## config.mk

```make
export PLATFORM = sky130hd
export DESIGN_NAME = contador_minutos_segundos
export DESIGN_NICKNAME = d
export VERILOG_FILES = /design/src/rtl/contador_minutos_segundos.sv
export SDC_FILE = /design/constraint.sdc
export NUM_CORES = 1
export LEC_CHECK = 0
export ABC_CLOCK_PERIOD_IN_PS = 3700
export BUFFER_PORTS_ARGS = -buffer_cell sky130_fd_sc_hd__buf_2
export CAP_MARGIN = 20
export CORE_ASPECT_RATIO = 1.5
export CORE_UTILIZATION = 55
export CTS_CLUSTER_DIAMETER = 120
export DETAILED_ROUTE_END_ITERATION = 7
export PLACE_DENSITY = 0.83
export SLEW_MARGIN = 20
export SYNTH_ARGS = -nofsm -noshare
export SYNTH_HDL_FRONTEND = slang
export SYNTH_SLANG_ARGS = --single-unit
```

## constraint.sdc

```tcl
create_clock -name clk -period 3.7 [get_ports clk]
set_input_delay 0.185 -clock clk [delete_from_list [all_inputs] [get_ports clk]]
set_output_delay 0.185 -clock clk [all_outputs]
set_load 0.01 [all_outputs]
```

## src/rtl/contador_minutos_segundos.sv

```systemverilog
// -----------------------------------------------------------------------------
// contador_minutos_segundos
//
// Seconds/minutes stage of the digital clock. A prescaler divides clk down to
// one advance every DIV cycles; seconds and minutes are kept as BCD digit
// pairs in the range 00..59. A set mode lets the user step the minutes by hand
// without disturbing the downstream hours counter.
//
// Parameters
//   DIV          clk cycles per one-second advance (>= 2)
//
// Ports
//   clk          system clock, rising-edge
//   rst          asynchronous reset, active high
//   enable       0 freezes prescaler, digits and zera_seg action
//   ajuste       set mode: timekeeping halted, inc_min steps minutes
//   inc_min      debounced button level; each 0->1 edge adds one minute
//   zera_seg     level; holds seconds and prescaler at zero
//   seg_unidade  seconds units (BCD 0..9)
//   seg_dezena   seconds tens (0..5)
//   min_unidade  minutes units (BCD 0..9)
//   min_dezena   minutes tens (0..5)
//   tick_1hz     one-cycle pulse, aligned with each new seconds value
//   carry_out    one-cycle pulse, aligned with the 59:59 -> 00:00 rollover
// -----------------------------------------------------------------------------
module contador_minutos_segundos #(
   parameter int unsigned DIV = 50_000_000
) (
   input  logic       clk,
   input  logic       rst,
   input  logic       enable,
   input  logic       ajuste,
   input  logic       inc_min,
   input  logic       zera_seg,
   output logic [3:0] seg_unidade,
   output logic [2:0] seg_dezena,
   output logic [3:0] min_unidade,
   output logic [2:0] min_dezena,
   output logic       tick_1hz,
   output logic       carry_out
);

   localparam int unsigned CNT_W = (DIV > 1) ? $clog2(DIV) : 1;
   localparam logic [CNT_W-1:0] CNT_MAX = CNT_W'(DIV - 1);

   // Operating mode, decoded in priority order: a frozen block ignores
   // everything, clearing seconds beats set mode, set mode beats counting.
   typedef enum logic [1:0] {
      MODE_HOLD,
      MODE_CLEAR,
      MODE_SET,
      MODE_RUN
   } mode_e;

   mode_e            mode;

   logic [CNT_W-1:0] cnt_q, cnt_d;
   logic [3:0]       su_q, su_d;
   logic [2:0]       st_q, st_d;
   logic [3:0]       mu_q, mu_d;
   logic [2:0]       mt_q, mt_d;
   logic             tick_q, tick_d;
   logic             carry_q, carry_d;
   logic             inc_prev_q;

   logic             inc_edge;
   logic             cnt_wrap;
   logic             sec_at_max;
   logic             min_at_max;
   logic             min_step;

   // Advance a BCD 00..59 pair by one, wrapping 59 back to 00.
   function automatic logic [6:0] bcd59_inc(input logic [2:0] tens,
                                            input logic [3:0] units);
      logic [2:0] t;
      logic [3:0] u;
      t = tens;
      u = units;
      if (units == 4'd9) begin
         u = 4'd0;
         t = (tens == 3'd5) ? 3'd0 : tens + 3'd1;
      end else begin
         u = units + 4'd1;
      end
      return {t, u};
   endfunction

   always_comb begin
      if (!enable) begin
         mode = MODE_HOLD;
      end else if (zera_seg) begin
         mode = MODE_CLEAR;
      end else if (ajuste) begin
         mode = MODE_SET;
      end else begin
         mode = MODE_RUN;
      end
   end

   // The edge register samples inc_min every cycle regardless of enable, so
   // a button already held when the block is re-enabled never looks like a
   // fresh press.
   assign inc_edge   = inc_min & ~inc_prev_q;
   assign cnt_wrap   = (cnt_q == CNT_MAX);
   assign sec_at_max = (st_q == 3'd5) && (su_q == 4'd9);
   assign min_at_max = (mt_q == 3'd5) && (mu_q == 4'd9);

   always_comb begin
      cnt_d    = cnt_q;
      su_d     = su_q;
      st_d     = st_q;
      mu_d     = mu_q;
      mt_d     = mt_q;
      tick_d   = 1'b0;
      carry_d  = 1'b0;
      min_step = 1'b0;

      unique case (mode)
         MODE_HOLD: begin
         end
         MODE_CLEAR: begin
            // Seconds held at zero; manual minute steps still honoured in
            // set mode but never produce a carry.
            cnt_d    = '0;
            su_d     = '0;
            st_d     = '0;
            min_step = ajuste & inc_edge;
         end
         MODE_SET: begin
            cnt_d    = '0;
            min_step = inc_edge;
         end
         MODE_RUN: begin
            if (cnt_wrap) begin
               cnt_d        = '0;
               {st_d, su_d} = bcd59_inc(st_q, su_q);
               tick_d       = 1'b1;
               if (sec_at_max) begin
                  min_step = 1'b1;
                  carry_d  = min_at_max;
               end
            end else begin
               cnt_d = cnt_q + CNT_W'(1);
            end
         end
         default: begin
         end
      endcase

      if (min_step) begin
         {mt_d, mu_d} = bcd59_inc(mt_q, mu_q);
      end
   end

   always_ff @(posedge clk or posedge rst) begin
      if (rst) begin
         cnt_q      <= '0;
         su_q       <= '0;
         st_q       <= '0;
         mu_q       <= '0;
         mt_q       <= '0;
         tick_q     <= 1'b0;
         carry_q    <= 1'b0;
         inc_prev_q <= 1'b0;
      end else begin
         cnt_q      <= cnt_d;
         su_q       <= su_d;
         st_q       <= st_d;
         mu_q       <= mu_d;
         mt_q       <= mt_d;
         tick_q     <= tick_d;
         carry_q    <= carry_d;
         inc_prev_q <= inc_min;
      end
   end

   assign seg_unidade = su_q;
   assign seg_dezena  = st_q;
   assign min_unidade = mu_q;
   assign min_dezena  = mt_q;
   assign tick_1hz    = tick_q;
   assign carry_out   = carry_q;

endmodule

```

# Word-level counts from Yosys, hierarchy flattened
# Cells that the tools add are included.
[word_totals]
latchBits = 0
wordCells = 56
mem_count = 0
ff_bits = 43
out_inout_bits = 16
mem_bits_rw = 0
rom_bits = 0
inputBits = 6
[op_classes]
mux = 22
n_eq_ne = 10
shift = 0
n_reduce_logical = 8
multipliers = 0
add_sub_neg = 5
n_div = 0
magnitude_cmp = 0
bitwise_logic = 3
[op_table]
columns = ["op", "n"]
rows = [
  ["case mux 26 bit (2 select lines)", 1],
  ["adder 26 x 1 -> 26 bit, second input constant", 1],
  ["== test 26 bit, second input constant", 1],
  ["2-to-1 mux 26 bit", 1],
  ["2-to-1 mux 3 bit", 4],
  ["2-to-1 mux 4 bit", 3],
  ["adder 4 x 1 -> 4 bit, second input constant", 2],
  ["== test 4 bit, second input constant", 2],
  ["2-to-1 mux 1 bit", 8],
  ["case mux 4 bit (2 select lines)", 1],
  ["adder 3 x 1 -> 3 bit, second input constant", 2],
  ["== test 3 bit, second input constant", 2],
  ["case mux 3 bit (2 select lines)", 1],
  ["== test 2 bit, second input constant", 2],
  ["2-to-1 mux 2 bit", 2],
  ["!= test 2 bit, second input constant", 2],
  ["AND reduction 2 bit", 2],
  ["nonzero test 2 bit", 2],
  ["case mux 1 bit (3 select lines)", 1],
  ["AND reduction 3 bit", 1],
  ["AND 1 bit", 2],
  ["== test 2 x 1 -> 1 bit, second input constant", 1],
  ["logical AND 1 bit", 2],
  ["OR reduction 2 bit", 1],
  ["NOT 1 bit", 1],
]

# Logic depth before layout (Yosys ltp)
[logic_depth]
word_depth = 6
depth_mapped = 7
ltp_nobuf = 7

# Least setup slack after synthesis
# Ideal clock, no wire load.
[synth_timing]
kind = "in2reg"
start = "input ajuste"
end = "register mt_q[1] (netlist: min_dezena[1])"
t_arrival_ns = 2.046
path_buffers = 1
setup_time_ns = 0.125
setup_slack_ns = 1.529
t_required_ns = 3.575
stages = 6
cell_sequence = "or3b_1 -> clkbuf_1 -> or4_4 -> nor3_2 -> o2111a_1 -> mux2_2"
[synth_between]
elab_chain_cells = 6
elab_cells_between_ends = 9
cone_classes = "3 x eq/ne; 4 x mux; 1 x bitwise; 1 x reduce/logical"
[synth_lines]
columns = ["element", "line_no", "source"]
rows = [
  ["start: declaration", "32", "input logic ajuste,"],
  ["2-to-1 mux 1 bit", "93", "end else if (ajuste) begin"],
  ["2-to-1 mux 2 bit", "91", "end else if (zera_seg) begin"],
  ["2-to-1 mux 2 bit", "89", "if (!enable) begin"],
  ["== test 2 bit or == test 2 x 1 -> 1 bit (tied branches)", "118", "unique case (mode)"],
  ["case mux 1 bit (3 select lines) (*)", "118", ""],
  ["AND reduction 2 bit (no source line) (*)", "-", ""],
  ["end signal: assignment", "170", "mt_q <= mt_d;"],
  ["end: declaration", "61", "logic [2:0] mt_q, mt_d;"],
]
# Mark *: on every way between the ends. The rest lies on a longest branch, timed or not.
# A chain may end at the register's enable or synchronous reset.

# Worst setup path after layout
[layout_timing]
start = "register cnt_q[0]"
end = "register mt_q[2] (netlist: min_dezena[2])"
[layout_between]
elab_chain_cells = 4
[layout_lines]
columns = ["element", "line_no", "source"]
rows = [
  ["start: declaration", "57", "logic [CNT_W-1:0] cnt_q, cnt_d;"],
  ["start signal: assignment", "166", "cnt_q <= cnt_d;"],
  ["== test 26 bit", "104", "assign cnt_wrap = (cnt_q == CNT_MAX);"],
  ["2-to-1 mux 1 bit", "134", "if (cnt_wrap) begin"],
  ["case mux 1 bit (3 select lines)", "118", ""],
  ["AND reduction 2 bit (no source line)", "-", ""],
]
# Every way passes these cells.

==> results.sh <==
export IMPL_setup_viol=0
export IMPL_p_per_area_nw_per_um2=396.3
export IMPL_finalWirelength_mm=4.506
export IMPL_relSlewSlack_pct=56.95
export IMPL_worstSetupStartpointType="flop"
export IMPL_required_ns=3.89
export IMPL_fmax_ghz=0.4277
export IMPL_timing_setup_tns_ns=0
export IMPL_cts_setup_buffers=0
export IMPL_r2r_worst_path_cells=6
export IMPL_initial_core_util_pct=58.56
export IMPL_critPathArrivalTime_ns=2.53
export IMPL_cts_hold_buffers=1
export IMPL_cts_root_buf="clkbuf_8"
export IMPL_synthDistinctLibCells=39
export IMPL_rsz0062_at_grt="false"
export IMPL_p_leak_nw=1.060
export IMPL_area_delta_synth_final_pct=11.62
export IMPL_worst_setup_path_end_kind="flop"
export IMPL_hold_path_class="input port to flop"
export IMPL_fin_crit_ns=2.338
export IMPL_hold_depth=3
export IMPL_rows=27
export IMPL_utilization_pct=65.37
export IMPL_wl_per_cell_um=15.27
export IMPL_antenna_left=0
export IMPL_status="finished clean"
export IMPL_dr_pass1_iters=4
export IMPL_clkSinkCount=43
export IMPL_drive_above_1_share_pct=15.48
export IMPL_grt_first_pass_wirelength_mm=7.445
export IMPL_first_global_vias=1700
export IMPL_synth_warnings=0
export IMPL_design_die_area_um2=4254
export IMPL_drv_cap=0
export IMPL_worst_pin_slew_ns=0.6458
export IMPL_grt_max_degree=30
export IMPL_port_buffers=21
export IMPL_drc=0
export IMPL_skew_ns=0.008896
export IMPL_hpwl_mm=3.080
export IMPL_crit_fanout=7
export IMPL_clk_pin_slew_worst_paths_ns=0.08
export IMPL_fin_nets=260
export IMPL_vias=1755
export IMPL_fp_dieH_um=79.39
export IMPL_die_width_um=53.59
export IMPL_cts_tree="built"
export IMPL_synth_seq_area_share_pct=49.00
export IMPL_num_antenna_cells=0
export IMPL_numCtsBuffers=5
export IMPL_synth_nets=234
export IMPL_grt_remaining_overflow=0
export IMPL_synth_seq_cells=43
export IMPL_cts_resized=0
export IMPL_synth_cells=225
export IMPL_cts_path_max_buffers=2
export IMPL_track_usage_pct=24.11
export IMPL_hold_viol_final=0
export IMPL_core_area_um2=3750
export IMPL_antenna_found_initial=0
export IMPL_finalCritPeriodShare_pct=63.19
export IMPL_drv_slew=0
export IMPL_dr_first_iter_drc_count=77
export IMPL_boundaryPins=22
export IMPL_irDropWorstVdd_mv=0.3962
export IMPL_synth_area_um2=2196
export IMPL_htree_levels=2
export IMPL_avgSynthCellArea_um2=9.759
export IMPL_gp_congestion=0.8804
export IMPL_yosys_area_top_type="dfrtp_1"
export IMPL_crit_type="flop to flop"
export IMPL_yosysTopAreaCellShare_pct=49.00
export IMPL_insertion_delay_ns=0.30
export IMPL_viasPerCell=5.949
export IMPL_yosys_top_cells_area="dfrtp_1 (49%), xnor2_1 (8.4%), nor2_1 (5.8%)"
final timing paths:
check,slack [ns],startpoint,to
setup / recovery,1.36,cnt_q[0]$_DFFE_PP0P_,min_dezena[2]$_DFFE_PP0P_
hold / removal,0.28,enable,min_unidade[0]$_DFFE_PP0P_
setup reg to reg,1.36,cnt_q[0]$_DFFE_PP0P_,min_dezena[2]$_DFFE_PP0P_
hold reg to reg,0.51,seg_dezena[1]$_DFFE_PP0P_,seg_dezena[1]$_DFFE_PP0P_
max in group asynchronous,2.55,rst,cnt_q[25]$_DFFE_PP0P_
min in group asynchronous,0.50,rst,cnt_q[8]$_DFFE_PP0P_
per-stage QoR:
step                std cells  hold slack [ns]  cell area [um2]  total power, mW  setup WS, ns
finish                    295           0.2843             2451           0.9714         1.362
detailed placement        285           0.3106             2346           0.6830         1.202
global route              295           0.3251             2451            1.020         1.227
CTS                       294           0.1861             2441           0.9776         1.377
floorplan                 225           0.2164             2196           0.6290         1.529
global placement          285           0.3114             2346           0.6789         1.280
cells in the mapped netlist:
master,count
dfrtp_1,43
nor2_1,34
xnor2_1,21
nand2_1,12
o21ai_0,12
nand3_1,10
inv_1,9
nand4_1,8
nor3_1,8
nor4_1,6
and4_1,5
clkbuf_1,5
a21oi_1,4
mux2_2,4
nor4bb_1,4
ha_1,3
or3_1,3
xor2_1,3
a21o_1,2
a22o_1,2
and2_1,2
and3_1,2
nor2b_1,2
nor3b_1,2
o2111ai_1,2
o211ai_1,2
o21ai_1,2
or3b_1,2
a31oi_1,1
and3b_1,1
buf_2,1
nor3_2,1
nor4b_1,1
o2111a_1,1
o211a_1,1
o2bb2a_2,1
o31ai_1,1
or2_2,1
or4_4,1
per-layer routing:
layer / part of all wire, % / up-vias / GRT usage (%) / wire length [um]
li1: - / 853 / - / -
met1: 43 / 857 / 25.97 / 1923
met2: 53 / 39 / 43.50 / 2376
met3: 3.0 / 6 / 5.333 / 134
met4: 1.6 / 0 / 9.474 / 71
met5: 0 / - / 0 / 0
cells by family (layout without fill, tap and decap cells):
kind of cell / Yosys count / in the layout / synth area share, %
DFF: 43 / 43 / 49.00
buffers and inverters: 15 / 42 / 2.621
adders and majority gates: 3 / 3 / 1.710
muxes: 4 / 4 / 2.051
and+or+nand+nor: 105 / 105 / 25.87
xor gates and xnor gates: 24 / 24 / 9.573
AOI/OAI and AO/OA: 31 / 31 / 9.174
flip-flops by register name, summed over array words and instances, names as in the netlist:
name and count:
cnt_q 26, min_unidade 4, seg_unidade 4, min_dezena 3
seg_dezena 3, carry_out 1, inc_prev_q 1, tick_1hz 1
worst max-delay path: stages (launching register included):
cell      delay, ns
dfrtp_1        0.41
ha_1           0.22
nand3_1        0.12
or4_4          0.52
nor3_2         0.36
o2111a_1       0.27
mux2_2         0.34
area by class of cell:
cell class | count | area (um2)
inverter | 9 | 33.78
fill | 310 | 1299
tap | 43 | 53.80
clock buffer | 6 | 72.57
timing repair buffer | 25 | 140.1
sequential | 43 | 1076
multi-input combinational | 167 | 1062
clock inverter | 2 | 12.51
power by group:
part	switching (mW)	internal [mW]	leakage (nW)
clock	0.164	0.132	0.0412
sequential	0.0366	0.499	0.587
combinational	0.0780	0.0622	0.432
total	0.278	0.693	1.06
cells in the final DEF, fill, tap and decap left out, types with 3 or more instances in the layout:
cell,n
nor2_1,34
buf_2,21
dfrtp_1,43
ha_1,3
o21ai_0,12
inv_1,8
nor4_1,6
nand2_1,12
nor3_1,8
or3_1,3
clkbuf_8,5
nand3_1,10
xnor2_1,21
a21oi_1,4
xor2_1,3
nand4_1,8
and4_1,5
mux2_2,4
nor4bb_1,4
Power figures use the tool's default switching activity.
